[src/rtl/acc_proc_core.sv]
// Accumulator mini-processor: ACC/EXT datapath, 16-entry register file, host-loaded program RAM.
// Define ACC_PROC_DIV_EN to make op 4 an iterative restoring divider; otherwise op 4 is a NOP.
`timescale 1ns/1ps
module acc_proc_core #(
    parameter int unsigned DATA_W     = 8,
    parameter int unsigned IMEM_DEPTH = 16,
    localparam int unsigned PC_W      = $clog2(IMEM_DEPTH)
) (
    input  logic              slow_clk,
    input  logic              rst_n,
    input  logic              start,
    input  logic              host_we,
    input  logic              host_sel,
    input  logic [7:0]        host_addr,
    input  logic [DATA_W-1:0] host_wdata,
    input  logic [3:0]        dbg_addr,
    output logic [DATA_W-1:0] dbg_data,
    output logic [DATA_W-1:0] acc,
    output logic [DATA_W-1:0] ext,
    output logic              carry,
    output logic [PC_W-1:0]   pc,
    output logic              busy,
    output logic              halted
);
    typedef enum logic [1:0] {StIdle, StExec, StDiv, StHalt} state_e;

    localparam logic [3:0] OpMisc = 4'h0, OpAdd = 4'h1, OpSub = 4'h2, OpMul = 4'h3;
    localparam logic [3:0] OpDiv  = 4'h4, OpAnd = 4'h5, OpXor = 4'h6, OpCmpx = 4'h7;
    localparam logic [3:0] OpJc   = 4'h8, OpLda = 4'h9, OpSta = 4'hA, OpJmp = 4'hB;
    localparam logic [3:0] OpHalt = 4'hF;

    state_e            state;
    logic [7:0]        imem [IMEM_DEPTH];
    logic [DATA_W-1:0] rf [16];

    logic [7:0]          instr;
    logic [3:0]          op, n;
    logic [DATA_W-1:0]   d_val, acc_nx, ext_nx;
    logic                carry_nx;
    logic [PC_W-1:0]     pc_nx;
    logic [DATA_W:0]     sum_res, diff_res, inc_res, dec_res;
    logic [2*DATA_W-1:0] prod;
    logic                host_ok;
    logic                unused_host_addr;

    assign host_ok          = host_we && !busy;
    assign unused_host_addr = ^host_addr;

    assign instr    = imem[pc];
    assign op       = instr[7:4];
    assign n        = instr[3:0];
    assign d_val    = rf[n];
    assign dbg_data = rf[dbg_addr];

    // Widened by one bit so the MSB is the carry (ADD/INC) or borrow (SUB/DEC).
    assign sum_res  = {1'b0, acc} + {1'b0, d_val};
    assign diff_res = {1'b0, acc} - {1'b0, d_val};
    assign inc_res  = {1'b0, acc} + {{DATA_W{1'b0}}, 1'b1};
    assign dec_res  = {1'b0, acc} - {{DATA_W{1'b0}}, 1'b1};
    assign prod     = {{DATA_W{1'b0}}, acc} * {{DATA_W{1'b0}}, d_val};

    always_comb begin
        acc_nx   = acc;
        ext_nx   = ext;
        carry_nx = carry;
        pc_nx    = pc + PC_W'(1);
        case (op)
            OpMisc: begin
                case (n)
                    4'h1: acc_nx = {acc[DATA_W-2:0], 1'b0};
                    4'h2: acc_nx = {1'b0, acc[DATA_W-1:1]};
                    4'h3: acc_nx = {acc[0], acc[DATA_W-1:1]};
                    4'h4: acc_nx = {acc[DATA_W-2:0], acc[DATA_W-1]};
                    4'h5: acc_nx = {acc[DATA_W-1], acc[DATA_W-1:1]};
                    4'h6: {carry_nx, acc_nx} = inc_res;
                    4'h7: {carry_nx, acc_nx} = dec_res;
                    default: ;
                endcase
            end
            OpAdd:  {carry_nx, acc_nx} = sum_res;
            OpSub:  {carry_nx, acc_nx} = diff_res;
            OpMul:  {ext_nx, acc_nx} = prod;
`ifdef ACC_PROC_DIV_EN
            OpDiv:  pc_nx = pc;
`endif
            OpAnd:  acc_nx = acc & d_val;
            OpXor:  acc_nx = acc ^ d_val;
            OpCmpx: acc_nx = (acc == d_val) ? '0 : (acc & d_val);
            OpJc:   if (carry) pc_nx = d_val[PC_W-1:0];
            OpLda:  acc_nx = d_val;
            OpJmp:  pc_nx = d_val[PC_W-1:0];
            OpHalt: pc_nx = pc;
            default: ;
        endcase
    end

`ifdef ACC_PROC_DIV_EN
    localparam int unsigned CNT_W = $clog2(DATA_W);
    logic [DATA_W-1:0] div_q, div_r, div_d, rem_nx, q_nx;
    logic [CNT_W-1:0]  div_cnt;
    logic [DATA_W:0]   rem_sh, rem_sub;
    logic              rem_ge, unused_borrow;

    // One restoring step: shift in the next dividend bit, subtract if it fits.
    assign rem_sh        = {div_r, div_q[DATA_W-1]};
    assign rem_sub       = rem_sh - {1'b0, div_d};
    assign rem_ge        = rem_sh >= {1'b0, div_d};
    assign rem_nx        = rem_ge ? rem_sub[DATA_W-1:0] : rem_sh[DATA_W-1:0];
    assign q_nx          = {div_q[DATA_W-2:0], rem_ge};
    assign unused_borrow = rem_sub[DATA_W];
`endif

    // Program RAM survives reset.
    always_ff @(posedge slow_clk) begin
        if (host_ok && !host_sel) imem[host_addr[PC_W-1:0]] <= host_wdata[7:0];
    end

    always_ff @(posedge slow_clk) begin
        if (!rst_n) begin
            state  <= StIdle;
            acc    <= '0;
            ext    <= '0;
            carry  <= 1'b0;
            pc     <= '0;
            busy   <= 1'b0;
            halted <= 1'b0;
            for (int i = 0; i < 16; i++) rf[i] <= '0;
`ifdef ACC_PROC_DIV_EN
            div_q   <= '0;
            div_r   <= '0;
            div_d   <= '0;
            div_cnt <= '0;
`endif
        end else begin
            if (host_ok && host_sel) rf[host_addr[3:0]] <= host_wdata;
            case (state)
                StIdle, StHalt: begin
                    if (start) begin
                        state  <= StExec;
                        pc     <= '0;
                        busy   <= 1'b1;
                        halted <= 1'b0;
                    end
                end
                StExec: begin
                    acc   <= acc_nx;
                    ext   <= ext_nx;
                    carry <= carry_nx;
                    pc    <= pc_nx;
                    if (op == OpSta) rf[n] <= acc;
                    if (op == OpHalt) begin
                        state  <= StHalt;
                        busy   <= 1'b0;
                        halted <= 1'b1;
                    end
`ifdef ACC_PROC_DIV_EN
                    if (op == OpDiv) begin
                        state   <= StDiv;
                        div_q   <= acc;
                        div_d   <= d_val;
                        div_r   <= '0;
                        div_cnt <= '0;
                    end
`endif
                end
`ifdef ACC_PROC_DIV_EN
                StDiv: begin
                    div_q   <= q_nx;
                    div_r   <= rem_nx;
                    div_cnt <= div_cnt + CNT_W'(1);
                    if (div_cnt == CNT_W'(DATA_W - 1)) begin
                        acc   <= q_nx;
                        ext   <= rem_nx;
                        pc    <= pc + PC_W'(1);
                        state <= StExec;
                    end
                end
`endif
                default: state <= StIdle;
            endcase
        end
    end
endmodule

[config.mk]
export PLATFORM = sky130hd
export DESIGN_NAME = acc_proc_core
export DESIGN_NICKNAME = d
export VERILOG_FILES = /design/src/rtl/acc_proc_core.sv
export SDC_FILE = /design/constraint.sdc
export NUM_CORES = 1
export LEC_CHECK = 0
export ABC_CLOCK_PERIOD_IN_PS = 7940
export CORE_UTILIZATION = 35
export CTS_CLUSTER_SIZE = 25
export DETAILED_ROUTE_END_ITERATION = 7
export PLACE_DENSITY = 0.53
export SKIP_LAST_GASP = 1
export SLEW_MARGIN = 20
export SYNTH_ARGS = -nofsm -noshare
export SYNTH_HDL_FRONTEND = slang
export SYNTH_SLANG_ARGS = --single-unit
[constraint.sdc]
create_clock -name slow_clk -period 7.94 [get_ports slow_clk]
set_input_delay 1.191 -clock slow_clk [delete_from_list [all_inputs] [get_ports slow_clk]]
set_output_delay 1.191 -clock slow_clk [all_outputs]
set_load 0.01 [all_outputs]
## Word-level counts from Yosys, hierarchy flattened

Memories as Yosys holds them, arrays and structs flattened. A register that Yosys moved wholly into a read port is not among the register bits.
Cells that the tools add are included.

- Flip-flop bits (word level): 25
- Output and inout bits: 31
- Memory bits (writable): 256
- Memories: 2

Memories:

| name | words | width | read ports | clocked after Yosys merged registers in | wr ports | line | text |
|---|---|---|---|---|---|---|---|
| imem | 16 | 8 | 1 | 1 | 1 | 33 | `logic [7:0] imem [IMEM_DEPTH];` |
| rf | 16 | 8 | 2 | 0 | 16 | 34 | `logic [DATA_W-1:0] rf [16];` |

- Muxes and demuxes: 36
- $add $sub $neg: 5
- Bitwise operators: 2
- Multiply operators: 1
- Reduce and logical (&&, ||, !) cells: 20
- Equal/unequal tests: 28

Operators by type and width:

| kind | count |
|---|---|
| case mux 8 bit (8 select lines) | 1 |
| case mux 8 bit (7 select lines) | 1 |
| == test 4 x 3 -> 1 bit, second input constant | 7 |
| 2-to-1 mux 4 bit | 6 |
| 2-to-1 mux 8 bit | 3 |
| == test 4 bit, second input constant | 5 |
| == test 4 x 2 -> 1 bit, second input constant | 4 |
| multiplier 8 x 8 -> 16 bit | 1 |
| 2-to-1 mux 1 bit | 16 |
| OR reduction 8 bit | 2 |
| case mux 4 bit (3 select lines) | 1 |
| AND reduction 3 bit | 4 |
| adder 8 x 1 -> 9 bit, second input constant | 1 |
| adder 8 x 8 -> 9 bit | 1 |
| subtractor 8 x 1 -> 9 bit, second input constant | 1 |
| subtractor 8 x 8 -> 9 bit | 1 |
| AND 8 bit | 1 |
| == test 4 x 1 -> 1 bit, second input constant | 2 |
| == test 8 bit | 1 |
| != test 2 bit, second input constant | 4 |
| != test 8 x 3 -> 1 bit, second input constant | 1 |
| case mux 4 bit (2 select lines) | 1 |
| nonzero test 8 bit | 1 |
| bitwise XOR 8 bit | 1 |
| 18 further kinds | 25 |

## Logic depth before layout (Yosys ltp)

Gate-level depths: netlist (run 1).

- Depth in word-level cells: 8
- Gate-level depth with buffers: 33
- Depth with buffers taken out: 27

## Worst setup path after synthesis (run 1)

OpenSTA, ideal clock, no wires.

- Path type: register -> register
- Start: register (tool-made name)
- End: register ext[7]
- Data required time: 7825 ps
- Stages on the path, launching flop included: 31
- Path slack: 1367 ps
- Library setup time: 115 ps
- Buffers on the path: 5
- Arrival: 6458 ps
- Period minus slack after synthesis: 6573 ps
- Cell sequence: dfxtp_1 > buf_6 > buf_6 > mux4_2 > nor2b_1 > a211oi_2 > nor2_2 > buf_6 > buf_6 > buf_6 > mux2i_1 > a32oi_1 > o21ai_0 > nor2_1 > nand2_1 > fa_1 > fa_1 > inv_1 > fa_1 > inv_1 > fa_1 > inv_1 > ha_1 > nor2b_1 > o21a_1 > o41ai_1 > o21a_1 > o21ai_0 > xnor2_1 > o21ai_0 > and2_1

RTL lines:

| element | line | text |
|---|---|---|
| end signal, assigned | 147 | `ext <= ext_nx;` |
| end, declared | 19 | `output logic [DATA_W-1:0] ext,` |

==> flow_summary.json, run 1 <==
{
  "ioPinCount": 56,
  "post_drt_wl_per_cell_um": 22.90,
  "synth_compound_area_share_pct": 11.78,
  "rows": 82,
  "avgSynthCellArea_um2": 10.82,
  "routabilityCongestion": 0.8908,
  "slowest_delay_ps": 720,
  "rsz0062_at_grt": "no",
  "reg2reg_to": "ext[7]",
  "ys_seq_area_share_pct": 45.98,
  "synth_top_family_by_area": "simple AND/OR/NAND/NOR gates",
  "grt_pass1_vias": 13120,
  "peakVddDrop_mv": 0.1325,
  "hold_path_depth": 2,
  "crit_slowest_cell": "dfxtp_1",
  "place_inst": 2335,
  "async_flop_share_pct": 0,
  "nets": 1827,
  "clkPwrFrac_pct": 30.6,
  "status": "finished, final reports clean",
  "p_leak_nw": 7.253,
  "startpoint_type": "register",
  "p_seq_share_pct": 33.1,
  "ys.warnings.count": 0,
  "r2r_setup_slack_ps": 580,
  "cp.buffers_inverters": 7,
  "clockBufferDepth": 3,
  "min_from": "ext[0]",
  "dpl_worst_slack_ps": 294.2,
  "ys_types": 82,
  "fin_skew_ps": 20.85,
  "syn_nets": 1783,
  "crit_arrival_ps": 7790,
  "holdWs_ps": 459.9,
  "fill_cells": 4791,
  "syn_area_mm2": 0.01798,
  "die_w_um": 228.7,
  "swShare_pct": 36.17,
  "cts-root-buf": "clkbuf_16",
  "fp.coreArea_mm2": 0.05038,
  "track_usage_pct": 21.01,
  "hpwl_um": 37950,
  "synthAdderAreaFrac_pct": 8.265,
  "muxShareOfSynthArea_pct": 12.89,
  "die_area_mm2": 0.05229,
  "clock-sinks": 285,
  "dr.pass1.iters": 6,
  "multi_input_area_mm2": 0.008797,
  "cp.required_ps": 8370,
  "antenna_cells": 0,
  "cpLargestDelayFamily": "adder cells",
  "setup_viol": 0,
  "synthSimpleGateAreaFrac_pct": 14.62,
  "antenna_found_initial": 1,
  "drv_slew": 0,
  "max_freq_ghz": 0.1359,
  "finalWirelength_um": 55000,
  "vias": 13390,
  "initial_core_util_pct": 35.70,
  "ant_nets": 0,
  "setup_slack_ps": 580.0,
  "drc": 0,
  "reg2reg_depth": 28,
  "h-tree-depth": 2,
  "crit_fanout": 12,
  "die_h_um": 228.7,
  "area_growth_pct": 13.55,
  "worst_slew_pin_slew_ps": 984.0,
  "avgViaCountPerCell": 5.573,
  "seqCellArea_mm2": 0.008273,
  "overflow": 0,
  "min_path_type": "reg2reg",
  "finalHoldViolations": 0,
  "fin_tns_setup_ps": 0,
  "syn_inst": 1662,
  "worstHoldEndpoint": "ext[0]",
  "instances_no_fill": 2402,
  "p_int_mw": 3.376,
  "pwr-share-comb_pct": 36.3,
  "grt_pass1_wl_um": 82970,
  "grt_max_degree": 33,
  "drive_above_1_share_pct": 13.99,
  "cts_hold_buffers": 0,
  "synth-edff-count": 256,
  "min_period_ps": 7360,
  "clkTransAtPathRegs_ps": 60,
  "finalCritPeriodShare_pct": 92.70,
  "cp-end-kind": "register",
  "synth.ff_latch_count": 285,
  "crit_type": "reg2reg",
  "io_buffers": 51,
  "drt_iter0_drc": 1200,
  "maxCapViolations": 0,
  "synth_xor_area_share_pct": 1.315,
  "cts_buffers": 35,
  "cts_tree": "yes",
  "p_switching_mw": 1.913,
  "p_per_area_mw_per_mm2": 259.1,
  "max_slew_margin_pct": 34.40,
  "synth_flop_cell": "edfxtp_1",
  "worstSkewPairLatency_ps": 550
}
-- flip-flops by register name (all words and copies together) (netlist names), named ones only --
register and flops:
pc 4, halted 1, rf 128, carry 1, ext 8, imem 128, busy 1, state 2
acc 8
-- worst reg2reg max path, delay by kind of cell, from the launching register on --
family | cells | cell delay, ps
buffers and inverters | 7 | 1100
adder cells (fa/ha/maj) | 5 | 2210
AND/OR/NAND/NOR | 5 | 1270
multiplexers | 2 | 560
flip-flops | 1 | 720
XOR/XNOR | 1 | 150
AO/OA/AOI/OAI | 8 | 1240
-- metal layers --
metal	GRT usage (%)	vias up	part of all wire [%]
li1	-	6100	-
met1	29.20	6647	44
met2	34.30	530	47
met3	2.520	108	6.3
met4	6.187	2	2.6
met5	0	-	0.024
-- per-stage QoR --
step	power [mW]	cell area, um^2	utilization, %
2_1_floorplan	3.011	17980	-
3_3_place_gp	3.643	19200	38.12
3_5_place_dp	3.652	19200	38.12
4_1_cts	5.273	20360	40.41
5_1_grt	5.522	20420	40.53
6_report	5.290	20420	40.53
-- power by group through the flow --
stage / combinational (mW) / clock (mW) / sequential (mW)
after floorplan: 1.26 / 0 / 1.75
after global placement: 1.86 / 0 / 1.78
after detailed placement: 1.87 / 0 / 1.78
after CTS: 1.89 / 1.64 / 1.75
after global routing: 2.08 / 1.69 / 1.76
final: 1.92 / 1.62 / 1.75
-- placed cells by master, fill, tap and decap left out, drive strengths merged, types with 45 or more instances in the layout --
cell | synthesis | routed
inv | 82 | 83
mux2i | 65 | 65
nor2 | 148 | 148
mux4 | 70 | 70
clkbuf | 33 | 45
o21ai | 155 | 155
edfxtp | 256 | 256
clkdlybuf4s50 | 0 | 48
ha | 58 | 58
nand2 | 318 | 318
a21oi | 61 | 61
buf | 75 | 67
-- Yosys cell counts, types with 14 or more instances --
| cell type | count | area share (%) |
|---|---|---|
| nand2_1 | 317 | 6.6 |
| edfxtp_1 | 256 | 43 |
| o21ai_0 | 144 | 4.0 |
| nor2_1 | 133 | 2.8 |
| inv_1 | 80 | 1.7 |
| mux4_2 | 70 | 8.8 |
| mux2i_1 | 64 | 3.6 |
| a21oi_1 | 60 | 1.7 |
| ha_1 | 58 | 4.0 |
| fa_1 | 38 | 4.2 |
| buf_2 | 33 | 0.92 |
| nand3_1 | 32 | 0.89 |
| clkbuf_1 | 31 | 0.65 |
| dfxtp_1 | 29 | 3.2 |
| or3_1 | 19 | 0.66 |
| nor3_1 | 16 | 0.45 |
| o22ai_1 | 16 | 0.56 |
| buf_1 | 15 | 0.31 |
| buf_4 | 15 | 0.63 |
| xor2_1 | 14 | 0.68 |
-- timing repair --
action	in CTS	in global routing
resized for setup	0	2
setup buffers	0	6
endpoints found under the setup margin	0	2
-- logic make-up after synthesis --
group | Yosys count
simple gates | 587
compound gates | 329
flops | 285
buf+inv | 196
mux | 142
fa+ha+maj | 96
xor+xnor | 27
-- worst max-delay path by stage --
stage                     startpoint  slack, ps  depth (start not counted)     end
final                       register        580                         28  ext[7]
after CTS                   register        260                         27  ext[7]
after floorplan             register       1370                         30  ext[7]
after global routing        register         90                         29  ext[7]
after detailed placement    register        290                         28  ext[7]
after global placement      register        240                         28  ext[7]
-- cell type report --
type                            count  area share [%]
Multi-Input combinational cell   1181           43.08
Sequential cell                   285           40.51
Timing Repair Buffer              115           5.024
Clock buffer                       45           4.571
Tap cell                          672           4.118
Inverter                           88           1.618
Clock inverter                     16           1.072
Power figures use the tool's default switching activity.
==> run 2, diff against run 1 <==
ABC_CLOCK_PERIOD_IN_PS = 7200   (was 7940)
clock period = 7.2 ns   (was 7.94 ns; I/O delays follow)
==> run 2 against run 1 <==
Effect of this change:
- global-route usage about the same
- worst hold slack gained 5.4 ps
- largest power group unchanged
- register-to-register slack got worse by 270 ps
- worst setup slack lost 270 ps
- largest cell class unchanged
- sequential share of layout area down 0.68 points
- die area did not move
==> flow_summary.json, run 2 (synthesized netlist as in run 1, its figures left out) <==
{
  "cp.required_ps": 7620,
  "dpl_worst_slack_ps": 121.1,
  "pwr-share-comb_pct": 38.4,
  "finalHoldViolations": 0,
  "dr.pass1.iters": 5,
  "cp-end-kind": "register",
  "overflow": 0,
  "drt_iter0_drc": 1237,
  "nets": 1870,
  "p_int_mw": 3.757,
  "vias": 13430,
  "grt_pass1_wl_um": 82650,
  "cp-endpoint": "ext[6]",
  "cp_common_cell": "buf_4",
  "crit_fanout": 19,
  "max_slew_margin_pct": 29.42,
  "fin_tns_setup_ps": 0,
  "setup_slack_ps": 308.8,
  "fp.coreArea_mm2": 0.05038,
  "cts_buffers": 35,
  "reg2reg_to": "ext[6]",
  "area_growth_pct": 15.47,
  "peakVddDrop_mv": 0.1390,
  "max_freq_ghz": 0.1451,
  "p_per_area_mw_per_mm2": 283.3,
  "drive_above_1_share_pct": 16.25,
  "final_cell_mix": "nand2_1 (317), edfxtp_1 (256), o21ai_0 (143)",
  "swShare_pct": 36.14,
  "reg2reg_depth": 31,
  "p_switching_mw": 2.126,
  "drc": 0,
  "r2r_setup_slack_ps": 310,
  "status": "finished, final reports clean",
  "p_leak_nw": 7.442,
  "initial_core_util_pct": 35.70,
  "die_w_um": 228.7,
  "final_common_cell": "nand2_1",
  "setup_viol": 0,
  "io_buffers": 51,
  "antenna_found_initial": 0,
  "ant_nets": 0,
  "clockBufferDepth": 3,
  "rows": 82,
  "rsz0062_at_grt": "no",
  "clkTransAtPathRegs_ps": 50,
  "cts-root-buf": "clkbuf_16",
  "antenna_cells": 0,
  "drv_slew": 0,
  "clock-sinks": 285,
  "grt_pass1_vias": 13140,
  "slowest_delay_ps": 510,
  "crit_type": "reg2reg",
  "crit_arrival_ps": 7310,
  "cts_tree": "yes",
  "startpoint_type": "register",
  "h-tree-depth": 2,
  "ioPinCount": 56,
  "die_h_um": 228.7,
  "finalCritPeriodShare_pct": 95.71,
  "crit_slowest_cell": "mux4_2",
  "avgViaCountPerCell": 5.496,
  "p_seq_share_pct": 32.8,
  "worstSkewPairLatency_ps": 560,
  "min_path_type": "reg2reg",
  "fin_skew_ps": 14.97,
  "post_drt_wl_per_cell_um": 22.37,
  "min_period_ps": 6891,
  "finalWirelength_um": 54670,
  "routabilityCongestion": 0.8611,
  "track_usage_pct": 20.99,
  "grt_max_degree": 33,
  "clkPwrFrac_pct": 28.8,
  "die_area_mm2": 0.05229,
  "maxCapViolations": 0,
  "worst_slew_pin_slew_ps": 1055,
  "hpwl_um": 38730
}
## run 2: cell count changes in the layout (fill, tap and decap cells not counted), moves of 3 or more
| cell | previous run | this run |
|---|---|---|
| clkinv_2 | 6 | 3 |
| clkinv_1 | 8 | 12 |
| clkinvlp_4 | 0 | 3 |
| buf_6 | 0 | 3 |
| buf_12 | 4 | 7 |
| buf_4 | 60 | 97 |
## run 2: how the worst min path moves through the flow
stage	from	to	slack (ps)	cells after the start
floorplan	ext[0]	ext[0]	480	2
CTS	ext[0]	ext[0]	470	2
detailed placement	ext[0]	ext[0]	460	2
global placement	ext[0]	ext[0]	450	2
finish	ext[0]	ext[0]	470	2
global route	ext[0]	ext[0]	510	2
## run 2: worst max-delay path: cells and delay by family (launching register included)
kind	cells	cell delay [ps]
xor+xnor	1	160
fa+ha+maj	5	2220
buf+inv	9	1300
compound gates	8	1560
simple gates	6	540
mux	2	640
flops	1	330
## run 2: timing repair
item | CTS | global route
endpoints found under the setup margin | 0 | 6
resized for setup | 0 | 15
setup buffers | 0 | 4
hold buffers | 0 | 0
## run 2: through the flow
stage / instances / power (mW) / hold slack [ps] / area [um^2] / util [%]
final: 2444 / 5.883 / 465.4 / 20760 / 41.22
after floorplan: 1662 / 3.321 / 476.2 / 17980 / -
after global placement: 2380 / 4.150 / 446.9 / 19590 / 38.88
after detailed placement: 2380 / 4.161 / 457.6 / 19590 / 38.88
after CTS: 2440 / 5.874 / 469.0 / 20660 / 41.02
after global routing: 2444 / 6.162 / 507.1 / 20760 / 41.22
## run 2: final cells by class
cell class                      count  area [um^2]
Inverter                           88        334.1
Timing Repair Buffer              158         1403
Clock buffer                       43        905.9
Sequential cell                   285         8272
Clock inverter                     17        170.2
Multi-Input combinational cell   1181         8840
Tap cell                          672        840.8
Fill cell                        4789        29610
## run 2: routing by layer
metal,vias to the layer above,track usage [%],part of all wire [%]
li1,6190,-,-
met1,6587,29.18,44
met2,551,33.55,46
met3,105,3.131,6.8
met4,0,6.753,2.9
met5,-,0,0
## run 2: power groups by stage
| stage | sequential [mW] | combinational (mW) | clock (mW) |
|---|---|---|---|
| floorplan | 1.93 | 1.39 | 0 |
| global placement | 1.96 | 2.19 | 0 |
| detailed placement | 1.96 | 2.20 | 0 |
| CTS | 1.93 | 2.22 | 1.72 |
| global route | 1.94 | 2.44 | 1.78 |
| finish | 1.93 | 2.26 | 1.69 |
